## src/rtl/mu_sched_pkg.sv

```systemverilog
// mu_sched_pkg: shared states, status codes and opcodes for the mu-Core gate scheduler.
package mu_sched_pkg;
    typedef enum logic [2:0] {
        S_IDLE, S_SCRUB, S_ISSUE, S_CHECK, S_RECEIPT, S_FORWARD, S_VERDICT, S_DONE
    } state_e;
    localparam logic [31:0] STATUS_IDLE             = 32'd0;
    localparam logic [31:0] STATUS_REJECT_COST      = 32'd1;
    localparam logic [31:0] STATUS_ACCEPT           = 32'd2;
    localparam logic [31:0] STATUS_REJECT_PARTITION = 32'd3;
    localparam logic [31:0] STATUS_RECEIPT_REQUIRED = 32'd4;
    localparam logic [31:0] STATUS_RECEIPT_OK       = 32'd5;
    localparam logic [31:0] STATUS_REJECT_RSVD      = 32'd6;
    localparam logic [31:0] STATUS_TIMEOUT          = 32'd7;
    localparam logic [7:0] OP_PNEW      = 8'h00;
    localparam logic [7:0] OP_PSPLIT    = 8'h01;
    localparam logic [7:0] OP_PMERGE    = 8'h02;
    localparam logic [7:0] OP_LASSERT   = 8'h03;
    localparam logic [7:0] OP_LJOIN     = 8'h04;
    localparam logic [7:0] OP_MDLACC    = 8'h05;
    localparam logic [7:0] OP_PDISCOVER = 8'h06;
    localparam logic [31:0] SCRUB_INSTR = 32'hFFFF_FFFF;
endpackage

```

## src/rtl/mu_rr_arbiter.sv

```systemverilog
// mu_rr_arbiter: round-robin arbiter, search starts one past the last accepted grant.
module mu_rr_arbiter #(
    parameter int N  = 4,
    parameter int IW = $clog2(N)
) (
    input  logic          clk,
    input  logic          rst_n,
    input  logic [N-1:0]  req_i,
    input  logic          accept_i,
    output logic [N-1:0]  grant_o,
    output logic [IW-1:0] idx_o,
    output logic          valid_o
);
    logic [IW-1:0] ptr_q, ptr_d, cand;

    always_comb begin
        grant_o = '0;
        idx_o   = '0;
        valid_o = 1'b0;
        cand    = '0;
        for (int i = 0; i < N; i++) begin
            cand = IW'((int'(ptr_q) + i) % N);
            if (!valid_o && req_i[cand]) begin
                valid_o       = 1'b1;
                grant_o[cand] = 1'b1;
                idx_o         = cand;
            end
        end
    end

    assign ptr_d = (accept_i && valid_o) ? ((int'(idx_o) == N - 1) ? '0 : idx_o + 1'b1) : ptr_q;

    always_ff @(posedge clk) begin
        ptr_q <= !rst_n ? '0 : ptr_d;
    end
endmodule

```

## src/rtl/mu_gate_scheduler.sv

```systemverilog
// mu_gate_scheduler: shares one mu-Core cost/partition gate among N_REQ requesters,
// sequencing issue, optional receipt fetch and verdict for each accepted instruction.
module mu_gate_scheduler
    import mu_sched_pkg::*;
#(
    parameter int N_REQ   = 4,
    parameter int TIMEOUT = 15
) (
    input  logic                     clk,
    input  logic                     rst_n,
    input  logic [N_REQ-1:0]         req_valid,
    input  logic [32*N_REQ-1:0]      req_instr,
    input  logic [32*N_REQ-1:0]      req_cost,
    output logic [N_REQ-1:0]         req_ready,
    output logic [31:0]              core_instr,
    output logic [31:0]              core_proposed_cost,
    output logic                     core_instr_valid,
    input  logic                     core_instr_allowed,
    input  logic                     core_receipt_required,
    input  logic                     core_receipt_accepted,
    input  logic                     core_cost_gate_open,
    input  logic                     core_partition_gate_open,
    input  logic [31:0]              core_status,
    output logic [31:0]              core_receipt_value,
    output logic                     core_receipt_valid,
    output logic                     alu_receipt_req,
    input  logic                     alu_receipt_valid,
    input  logic [31:0]              alu_receipt_value,
    output logic                     rsp_valid,
    output logic [$clog2(N_REQ)-1:0] rsp_id,
    output logic                     rsp_allowed,
    output logic [31:0]              rsp_status,
    output logic                     busy,
    output logic [15:0]              timeout_count
);
    localparam int IW = $clog2(N_REQ);

    state_e        state_q, state_d;
    logic [N_REQ-1:0] grant;
    logic [IW-1:0] gidx, id_q;
    logic          gvalid, accept, rsvd, tmo_hit, drv;
    logic [31:0]   win_instr, win_cost, instr_q, cost_q, last_q, rcpt_q, status_q;
    logic          allowed_q;
    logic [7:0]    wait_q;
    logic [15:0]   tmo_q;

    mu_rr_arbiter #(.N(N_REQ), .IW(IW)) u_arb (
        .clk      (clk),
        .rst_n    (rst_n),
        .req_i    (req_valid),
        .accept_i (accept),
        .grant_o  (grant),
        .idx_o    (gidx),
        .valid_o  (gvalid)
    );

    assign win_instr = req_instr[{gidx, 5'd0} +: 32];
    assign win_cost  = req_cost[{gidx, 5'd0} +: 32];
    assign accept    = rst_n && state_q == S_IDLE && gvalid;
    assign rsvd      = win_instr == SCRUB_INSTR;
    assign tmo_hit   = wait_q == 8'(TIMEOUT - 1);

    always_ff @(posedge clk) begin
        state_q <= !rst_n ? S_IDLE : state_d;
    end

    always_comb begin
        state_d = state_q;
        case (state_q)
            S_IDLE:    state_d = !accept ? S_IDLE : rsvd ? S_DONE : (win_instr == last_q) ? S_SCRUB : S_ISSUE;
            S_SCRUB:   state_d = S_ISSUE;
            S_ISSUE:   state_d = S_CHECK;
            S_CHECK:   state_d = core_receipt_required ? S_RECEIPT : S_DONE;
            S_RECEIPT: state_d = alu_receipt_valid ? S_FORWARD : tmo_hit ? S_DONE : S_RECEIPT;
            S_FORWARD: state_d = S_VERDICT;
            S_VERDICT: state_d = S_DONE;
            default:   state_d = S_IDLE;
        endcase
    end

    always_ff @(posedge clk) begin
        if (!rst_n) begin
            instr_q   <= '0;
            cost_q    <= '0;
            id_q      <= '0;
            last_q    <= '0;
            rcpt_q    <= '0;
            status_q  <= '0;
            allowed_q <= 1'b0;
            wait_q    <= '0;
            tmo_q     <= '0;
        end else begin
            if (accept) begin
                instr_q <= win_instr;
                cost_q  <= win_cost;
                id_q    <= gidx;
            end
            if (accept && rsvd) begin
                allowed_q <= 1'b0;
                status_q  <= STATUS_REJECT_RSVD;
            end
            if (state_q == S_ISSUE) last_q <= instr_q;
            wait_q <= (state_q == S_RECEIPT) ? wait_q + 8'd1 : 8'd0;
            if (state_q == S_CHECK && !core_receipt_required) begin
                allowed_q <= core_instr_allowed & core_cost_gate_open & core_partition_gate_open;
                status_q  <= core_status;
            end
            if (state_q == S_RECEIPT && alu_receipt_valid) rcpt_q <= alu_receipt_value;
            // a receipt arriving on the timeout cycle still wins
            if (state_q == S_RECEIPT && !alu_receipt_valid && tmo_hit) begin
                allowed_q <= 1'b0;
                status_q  <= STATUS_TIMEOUT;
                tmo_q     <= tmo_q + 16'(tmo_q != 16'hFFFF);
            end
            if (state_q == S_VERDICT) begin
                allowed_q <= core_receipt_accepted & core_instr_allowed;
                status_q  <= core_status;
            end
        end
    end

    assign drv = state_q inside {S_ISSUE, S_CHECK, S_RECEIPT, S_FORWARD, S_VERDICT};

    always_comb begin
        req_ready          = accept ? grant : '0;
        core_instr_valid   = drv || state_q == S_SCRUB;
        core_instr         = (state_q == S_SCRUB) ? SCRUB_INSTR : drv ? instr_q : '0;
        core_proposed_cost = drv ? cost_q : '0;
        core_receipt_valid = state_q == S_FORWARD;
        core_receipt_value = (state_q == S_FORWARD) ? rcpt_q : '0;
        alu_receipt_req    = state_q == S_RECEIPT;
        rsp_valid          = state_q == S_DONE;
        rsp_id             = (state_q == S_DONE) ? id_q : '0;
        rsp_allowed        = (state_q == S_DONE) && allowed_q;
        rsp_status         = (state_q == S_DONE) ? status_q : '0;
        busy               = state_q != S_IDLE;
        timeout_count      = tmo_q;
    end
endmodule

```

## config.mk

```make
export PLATFORM = sky130hd
export DESIGN_NAME = mu_gate_scheduler
export DESIGN_NICKNAME = d
export VERILOG_FILES = /design/src/rtl/mu_sched_pkg.sv /design/src/rtl/mu_rr_arbiter.sv /design/src/rtl/mu_gate_scheduler.sv
export SDC_FILE = /design/constraint.sdc
export NUM_CORES = 1
export LEC_CHECK = 0
export CAP_MARGIN = 15
export CORE_AREA = 2 2 192 194
export CTS_CLUSTER_SIZE = 25
export DETAILED_ROUTE_END_ITERATION = 8
export DIE_AREA = 0 0 194 196
export DONT_BUFFER_PORTS = 1
export HOLD_SLACK_MARGIN = 0.08
export SLEW_MARGIN = 20
export SYNTH_ARGS = -nofsm -noshare
export SYNTH_HDL_FRONTEND = slang
export SYNTH_SLANG_ARGS = --single-unit
```

## constraint.sdc

```tcl
create_clock -name clk -period 7.9 [get_ports clk]
set_input_delay 1.58 -clock clk [delete_from_list [all_inputs] [get_ports clk]]
set_output_delay 1.58 -clock clk [all_outputs]
set_load 0.03 [all_outputs]
```

# Yosys cells after proc, flatten, opt, wreduce, memory -nomap -nowiden
# Index checks and enable logic that the tools add are counted.
# Widths: inputs -> output; s select.
dict set report op_classes {
  addsub 6
  n_lt_le_gt_ge 8
  eq_ne 12
  n_shift 2
  mux 51
  bitwise 6
  n_reduce_logical 27
}
# op count
set ops {}
lappend ops {{$mux 32} 9}
lappend ops {{$shiftx 128x8->32} 2}
lappend ops {{$eq 32x32->1} 1}
lappend ops {{$eq 32x32->1 const B} 1}
lappend ops {{$pmux 3 s7} 1}
lappend ops {{$mux 2} 10}
lappend ops {{$mux 4} 5}
lappend ops {{$add 16x1->16} 1}
lappend ops {{$logic_and 1x1->1} 16}
lappend ops {{$mux 1} 16}
lappend ops {{$ne 16x16->1 const B} 1}
lappend ops {{$eq 3x3->1 const B} 4}
lappend ops {{$lt 2x3->1 const B} 4}
lappend ops {{$or 4x4->4} 3}
lappend ops {{$add 8x1->8 const B} 1}
lappend ops {{$bmux 1 s2} 4}
lappend ops {{$demux 1 s2} 4}
lappend ops {{$eq 8x4->1 const B} 1}
lappend ops {{$ge 2x1->1 const B} 4}
lappend ops {{$eq 3x2->1 const B} 2}
lappend ops {{$mux 3} 2}
lappend ops {{$logic_not 1->1} 5}
lappend ops {{$reduce_bool 5->1} 1}
lappend ops {{$add 2x1->2 const B} 2}
lappend ops {{9 further kinds} 12}
dict set report totals {
  ff_bits 192
  output_inout_bits 156
  elab_cells 123
}

# Depth between registers and ports, before layout
dict set report depth {
  word_depth 19
  ltp_mapped 20
}

# Modules after synthesis
# From an unflattened synthesis, not the netlist that was laid out.
dict set report hier_totals {
  hier_cells 1207
  area_unflattened_um2 10717.8
}
# mod instances cells_per_inst area_per_inst_um2 seq_area_each_um2
set modules_own_cells {}
lappend modules_own_cells {mu_gate_scheduler 1 1149 10183.5 3803.6}
lappend modules_own_cells {mu_rr_arbiter 1 58 534.3 40.0}

# Least setup slack after synthesis
# Ideal clock, no wire load.
dict set report synth_timing {
  kind {input -> output}
  from {in req_valid[3]}
  to {out req_ready[0]}
  arrival_ps 3770
  required_time_ps 6320
  path_slack_ps 2550
  stages 7
  cell_sequence {buf_2 -> or2_2 -> o311ai_0 -> clkbuf_1 -> clkbuf_1 -> clkbuf_1 -> a21oi_1}
}
dict set report synth_via {
  elab_chain_cells 14
}
# item line_no
set synth_rtl {}
lappend synth_rtl {{start: declaration} mu_gate_scheduler.sv:11} ;# input logic [N_REQ-1:0] req_valid,
lappend synth_rtl {{$bmux 1 s2} mu_rr_arbiter.sv:23} ;# if (!valid_o && req_i[cand]) begin
lappend synth_rtl {{$mux 1 (implied by the code)} mu_rr_arbiter.sv:23}
lappend synth_rtl {{$mux 1} mu_rr_arbiter.sv:23}
lappend synth_rtl {{$logic_not 1->1} mu_rr_arbiter.sv:23}
lappend synth_rtl {{$logic_and 1x1->1} mu_rr_arbiter.sv:23}
lappend synth_rtl {{$mux 1} mu_rr_arbiter.sv:23}
lappend synth_rtl {{$logic_not 1->1} mu_rr_arbiter.sv:23}
lappend synth_rtl {{$logic_and 1x1->1} mu_rr_arbiter.sv:23}
lappend synth_rtl {{$mux 1} mu_rr_arbiter.sv:23}
lappend synth_rtl {{$logic_not 1->1} mu_rr_arbiter.sv:23}
lappend synth_rtl {{$logic_and 1x1->1} mu_rr_arbiter.sv:23}
lappend synth_rtl {{$mux 1} mu_rr_arbiter.sv:23}
lappend synth_rtl {{$logic_and 1x1->1} mu_gate_scheduler.sv:59} ;# assign accept = rst_n && state_q == S_IDLE && gvalid;
lappend synth_rtl {{$mux 4 *} mu_gate_scheduler.sv:125} ;# req_ready = accept ? grant : '0;
lappend synth_rtl {{end: declaration} mu_gate_scheduler.sv:14} ;# output logic [N_REQ-1:0] req_ready,
# Every way passes the cells marked *; elsewhere a longest branch is shown, timed or not. The select of a mux whose other input is x is not followed.

# Worst setup path after layout
dict set report layout_timing {
  from {reg u_arb.ptr_q[0]}
  to {reg state_q[1]}
}
dict set report layout_via {
  elab_chain_cells 18
}
# item line_no
set layout_rtl {}
lappend layout_rtl {{start: declaration} mu_rr_arbiter.sv:14} ;# logic [IW-1:0] ptr_q, ptr_d, cand;
lappend layout_rtl {{start signal: assignment} mu_rr_arbiter.sv:34} ;# ptr_q <= !rst_n ? '0 : ptr_d;
lappend layout_rtl {{parallel branches: the longest is 16 deep, another holds $add 2x1->2} -}
lappend layout_rtl {{$mux 3 *} mu_gate_scheduler.sv:70} ;# S_IDLE: state_d = !accept ? S_IDLE : rsvd ? S_DONE : (win_instr == last_q) ? S_SCRUB : S_ISSUE;
lappend layout_rtl {{$pmux 3 s7 *} mu_gate_scheduler.sv:69} ;# case (state_q)
lappend layout_rtl {{end signal: assignment} mu_gate_scheduler.sv:64} ;# state_q <= !rst_n ? S_IDLE : state_d;
lappend layout_rtl {{end: declaration} mu_gate_scheduler.sv:38} ;# state_e state_q, state_d;
# Mark *: on every way between the ends. The select of a mux whose other input is x is not followed.
# A chain may end at the register's enable or synchronous reset.

==> insert_results.sql <==
INSERT INTO impl_metrics (metric_group, metric, value, unit) VALUES
('outcome', 'outcome', 'complete, no violations', ''),
('grt', 'grt_antenna_before_repair', '2', ''),
('synthesis', 'post-synth-top-area-cell', 'dfxtp_1', ''),
('timing', 'max_freq', '173', 'MHz'),
('routing', 'detail_route.first_pass.iterations', '6', ''),
('synthesis', 'syn_area_per_cell', '7.41', 'um2'),
('floorplan', 'floorplan_die_area', '0.0380', 'mm2'),
('critical_path', 'crit_path_start_kind', 'flip-flop', ''),
('clocking', 'clock_tree_root', 'clkbuf_16', ''),
('timing', 'setup_tns', '0', 'ns'),
('final_layout', 'filler_cells', '3847', ''),
('critical_path', 'critical_path.endpoint_type', 'flip-flop', ''),
('synthesis', 'syn-num-nets', '1932', ''),
('place', 'placed_cell_area', '0.0119', 'mm2'),
('synthesis', 'netlist_area', '0.0118', 'mm2'),
('timing', 'rsz0062_at_grt', 'false', ''),
('timing', 'report.final.slew_viol_count', '0', ''),
('clocking', 'clock_latency', '0.45', 'ns'),
('min_path', 'min-delay-path-class', 'reg2reg', ''),
('synthesis', 'seq_area_frac_synth', '32.7', '%'),
('place', 'final_gp_congestion', '0.917', ''),
('clocking', 'hold_buffer_count_at_cts', '0', ''),
('power_and_ir_drop', 'p_leak', '4.78', 'nW'),
('final_layout', 'signed_area_change_from_the_synthesized_netlist_to_the_final_layout', '6.70', '%'),
('floorplan', 'ios', '488', ''),
('grt', 'grt_first_pass_wirelength', '58300', 'um'),
('place', 'preCtsSetupSlack', '2.19', 'ns'),
('power_and_ir_drop', 'power_density', '329', 'mW/mm2'),
('timing', 'fin_crit_sh', '73.2', '%'),
('timing', 'final.setup_skew', '0.0192', 'ns'),
('timing', 'hold_violations', '0', ''),
('synthesis', 'yosys-top-cells-area', 'dfxtp_1 33%, nand2_1 8.8%, and2_1 6.4%, nand3_1 5.2%, o21ai_0 5.2%', ''),
('routing', 'wl_per_cell', '19.7', 'um'),
('routing', 'via_total_after_detailed_routing', '11200', ''),
('floorplan', 'die_w', '194', 'um'),
('floorplan', 'initial_core_util', '32.6', '%'),
('timing', 'worst_pin_slew', '1.08', 'ns'),
('clocking', 'clock_tree_from_tritoncts', 'yes', ''),
('power_and_ir_drop', 'ir_worst_vdd', '327', 'uV'),
('grt', 'first_global_vias', '10100', ''),
('grt', 'grt_overflow', '0', ''),
('synthesis', 'synth-async-reset-ratio', '0', '%'),
('floorplan', 'die_outline_height', '196', 'um'),
('final_layout', 'finish.net_count', '1836', ''),
('grt', 'met2_usage', '31.2', '%'),
('floorplan', 'standard_cell_core_area', '0.0361', 'mm2'),
('critical_path', 'timing.setup.critical_path_class', 'reg2reg', ''),
('grt', 'most_utilized_layer_in_the_global_route_result', 'met2', ''),
('routing', 'detail_route.iter0.violations', '820', ''),
('place', 'numPortBuffers', '0', ''),
('grt', 'global_route.usage.met3', '5.14', '%'),
('place', 'detailed_place_hpwl', '28600', 'um'),
('synthesis', 'synth.top_cell.area_share', '32.7', '%'),
('routing', 'detail_route.vias_per_cell', '5.67', ''),
('synthesis', 'synthesis.instances', '1587', ''),
('timing', 'layout_min_cycle_time', '5.78', 'ns'),
('synthesis', 'post-synth-top-count-cell', 'nand2_1', ''),
('timing', 'timing.max_slew.rel_slack', '28.3', '%'),
('clocking', 'number_of_instances_resized_during_post_cts_repair', '0', ''),
('routing', 'routed_wl', '38900', 'um'),
('timing', 'layout_setup_ws', '2.12', 'ns'),
('synthesis', 'post_synth_num_cell_types', '73', ''),
('final_layout', 'postLayoutCoreUtil', '34.8', '%'),
('floorplan', 'num_rows', '70', ''),
('clocking', 'cts_inserted_buffers', '17', ''),
('final_layout', 'multi_input_comb_area', '0.00737', 'mm2'),
('clocking', 'setup_buffers_after_cts', '0', ''),
('clocking', 'htree_levels', '4', ''),
('final_layout', 'layout.area.seq', '0.00384', 'mm2'),
('timing', 'hold-worst-slack', '0.448', 'ns'),
('critical_path', 'worst_ep_required_time', '8.24', 'ns');
-- final cells by class --
class	count	area share [%]
timing repair buffer	14	0.838
antenna	2	0.0399
multi-input combinational	1255	58.8
tap	468	4.67
inverter	11	0.379
sequential	192	30.6
clock inverter	13	1.12
clock buffer	19	3.53
-- kinds of logic after synthesis --
logic type                 after synthesis  share of synthesized area [%]
and+or+nand+nor                        767                           31.1
AOI/OAI and AO/OA                      384                           22.2
DFF                                    192                           32.7
buffers and inverters                  140                           4.94
xor gates and xnor gates                51                           3.80
muxes                                   40                           3.89
adders and majority gates               13                           1.38
-- sequential cells by signal, indices dropped and copies added (netlist names) --
register       flops
state_q            3
status_q          32
instr_q           32
u_arb.ptr_q        2
timeout_count     16
rcpt_q            32
allowed_q          1
last_q            32
wait_q             8
cost_q            32
id_q               2
-- layer usage --
metal  share of wire (%)  up-vias
met1                  42     5267
met3                 7.6       86
li1                    -     5301
met4                 4.0        0
met2                  47      530
met5                   0        -
-- path summary, 6_finish.rpt --
| check | startpoint | to | slack [ns] | depth (start not counted) |
|---|---|---|---|---|
| worst min register to register | status_q[1] | status_q[1] | 0.45 | 2 |
| worst max-delay path | u_arb.ptr_q[0] | state_q[1] | 2.12 | 18 |
| worst max register to register | u_arb.ptr_q[0] | state_q[1] | 2.12 | 18 |
| worst min-delay path | status_q[1] | status_q[1] | 0.45 | 2 |
-- where the power goes --
group / leakage [nW] / switching (mW) / total (mW) / internal, mW
logic: 2.93 / 1.33 / 1.98 / 0.649
clock network: 0.281 / 0.421 / 0.878 / 0.457
registers: 1.57 / 0.128 / 1.27 / 1.14
-- worst max-delay path, cell delays in order (launching register included) --
cell	delay (ns)
dfxtp_1	0.31
buf_4	0.44
clkinv_1	0.13
buf_4	0.24
ha_1	0.40
mux4_2	0.51
o211a_1	0.21
nor2_1	0.04
a21oi_2	0.09
buf_4	0.28
clkinv_2	0.64
buf_4	0.56
a211oi_1	0.31
a31o_2	0.17
xor2_1	0.17
nand4_1	0.11
nor4_1	0.66
a31o_1	0.26
a31oi_1	0.08
-- cells in the final DEF (no fill, tap or decap), types with 3 or more instances in the layout --
| master | count |
|---|---|
| dfxtp_1 | 192 |
| nor3_1 | 13 |
| inv_8 | 3 |
| xor2_1 | 28 |
| nor2_1 | 133 |
| nand2_1 | 277 |
| o21ai_0 | 122 |
| a221o_1 | 5 |
| a21o_1 | 32 |
| a21boi_0 | 68 |
| nor4_1 | 3 |
| mux2i_1 | 24 |
| o2111ai_1 | 4 |
| and3_1 | 34 |
| clkbuf_16 | 17 |
| ha_1 | 13 |
| nor2b_1 | 7 |
| a31oi_1 | 19 |
| a211oi_1 | 25 |
| a22o_1 | 29 |
| xnor2_1 | 23 |
| or3_1 | 6 |
| nand2b_1 | 6 |
| nand4_1 | 24 |
| inv_1 | 8 |
| nand3_1 | 122 |
| buf_4 | 14 |
| mux2_2 | 11 |
| or2_2 | 4 |
| o22ai_1 | 6 |
| mux4_2 | 3 |
| and2_1 | 120 |
| a22oi_1 | 3 |
| inv_6 | 6 |
| a31o_2 | 20 |
| a21oi_1 | 25 |
-- stage by stage --
stage / instances / total power [mW]
floorplan: 1587 / 2.82
global placement: 1940 / 3.21
detailed placement: 1940 / 3.26
CTS: 1972 / 4.15
global route: 1974 / 4.41
finish: 1974 / 4.12
Note: power is estimated with default switching activity, not from simulation.
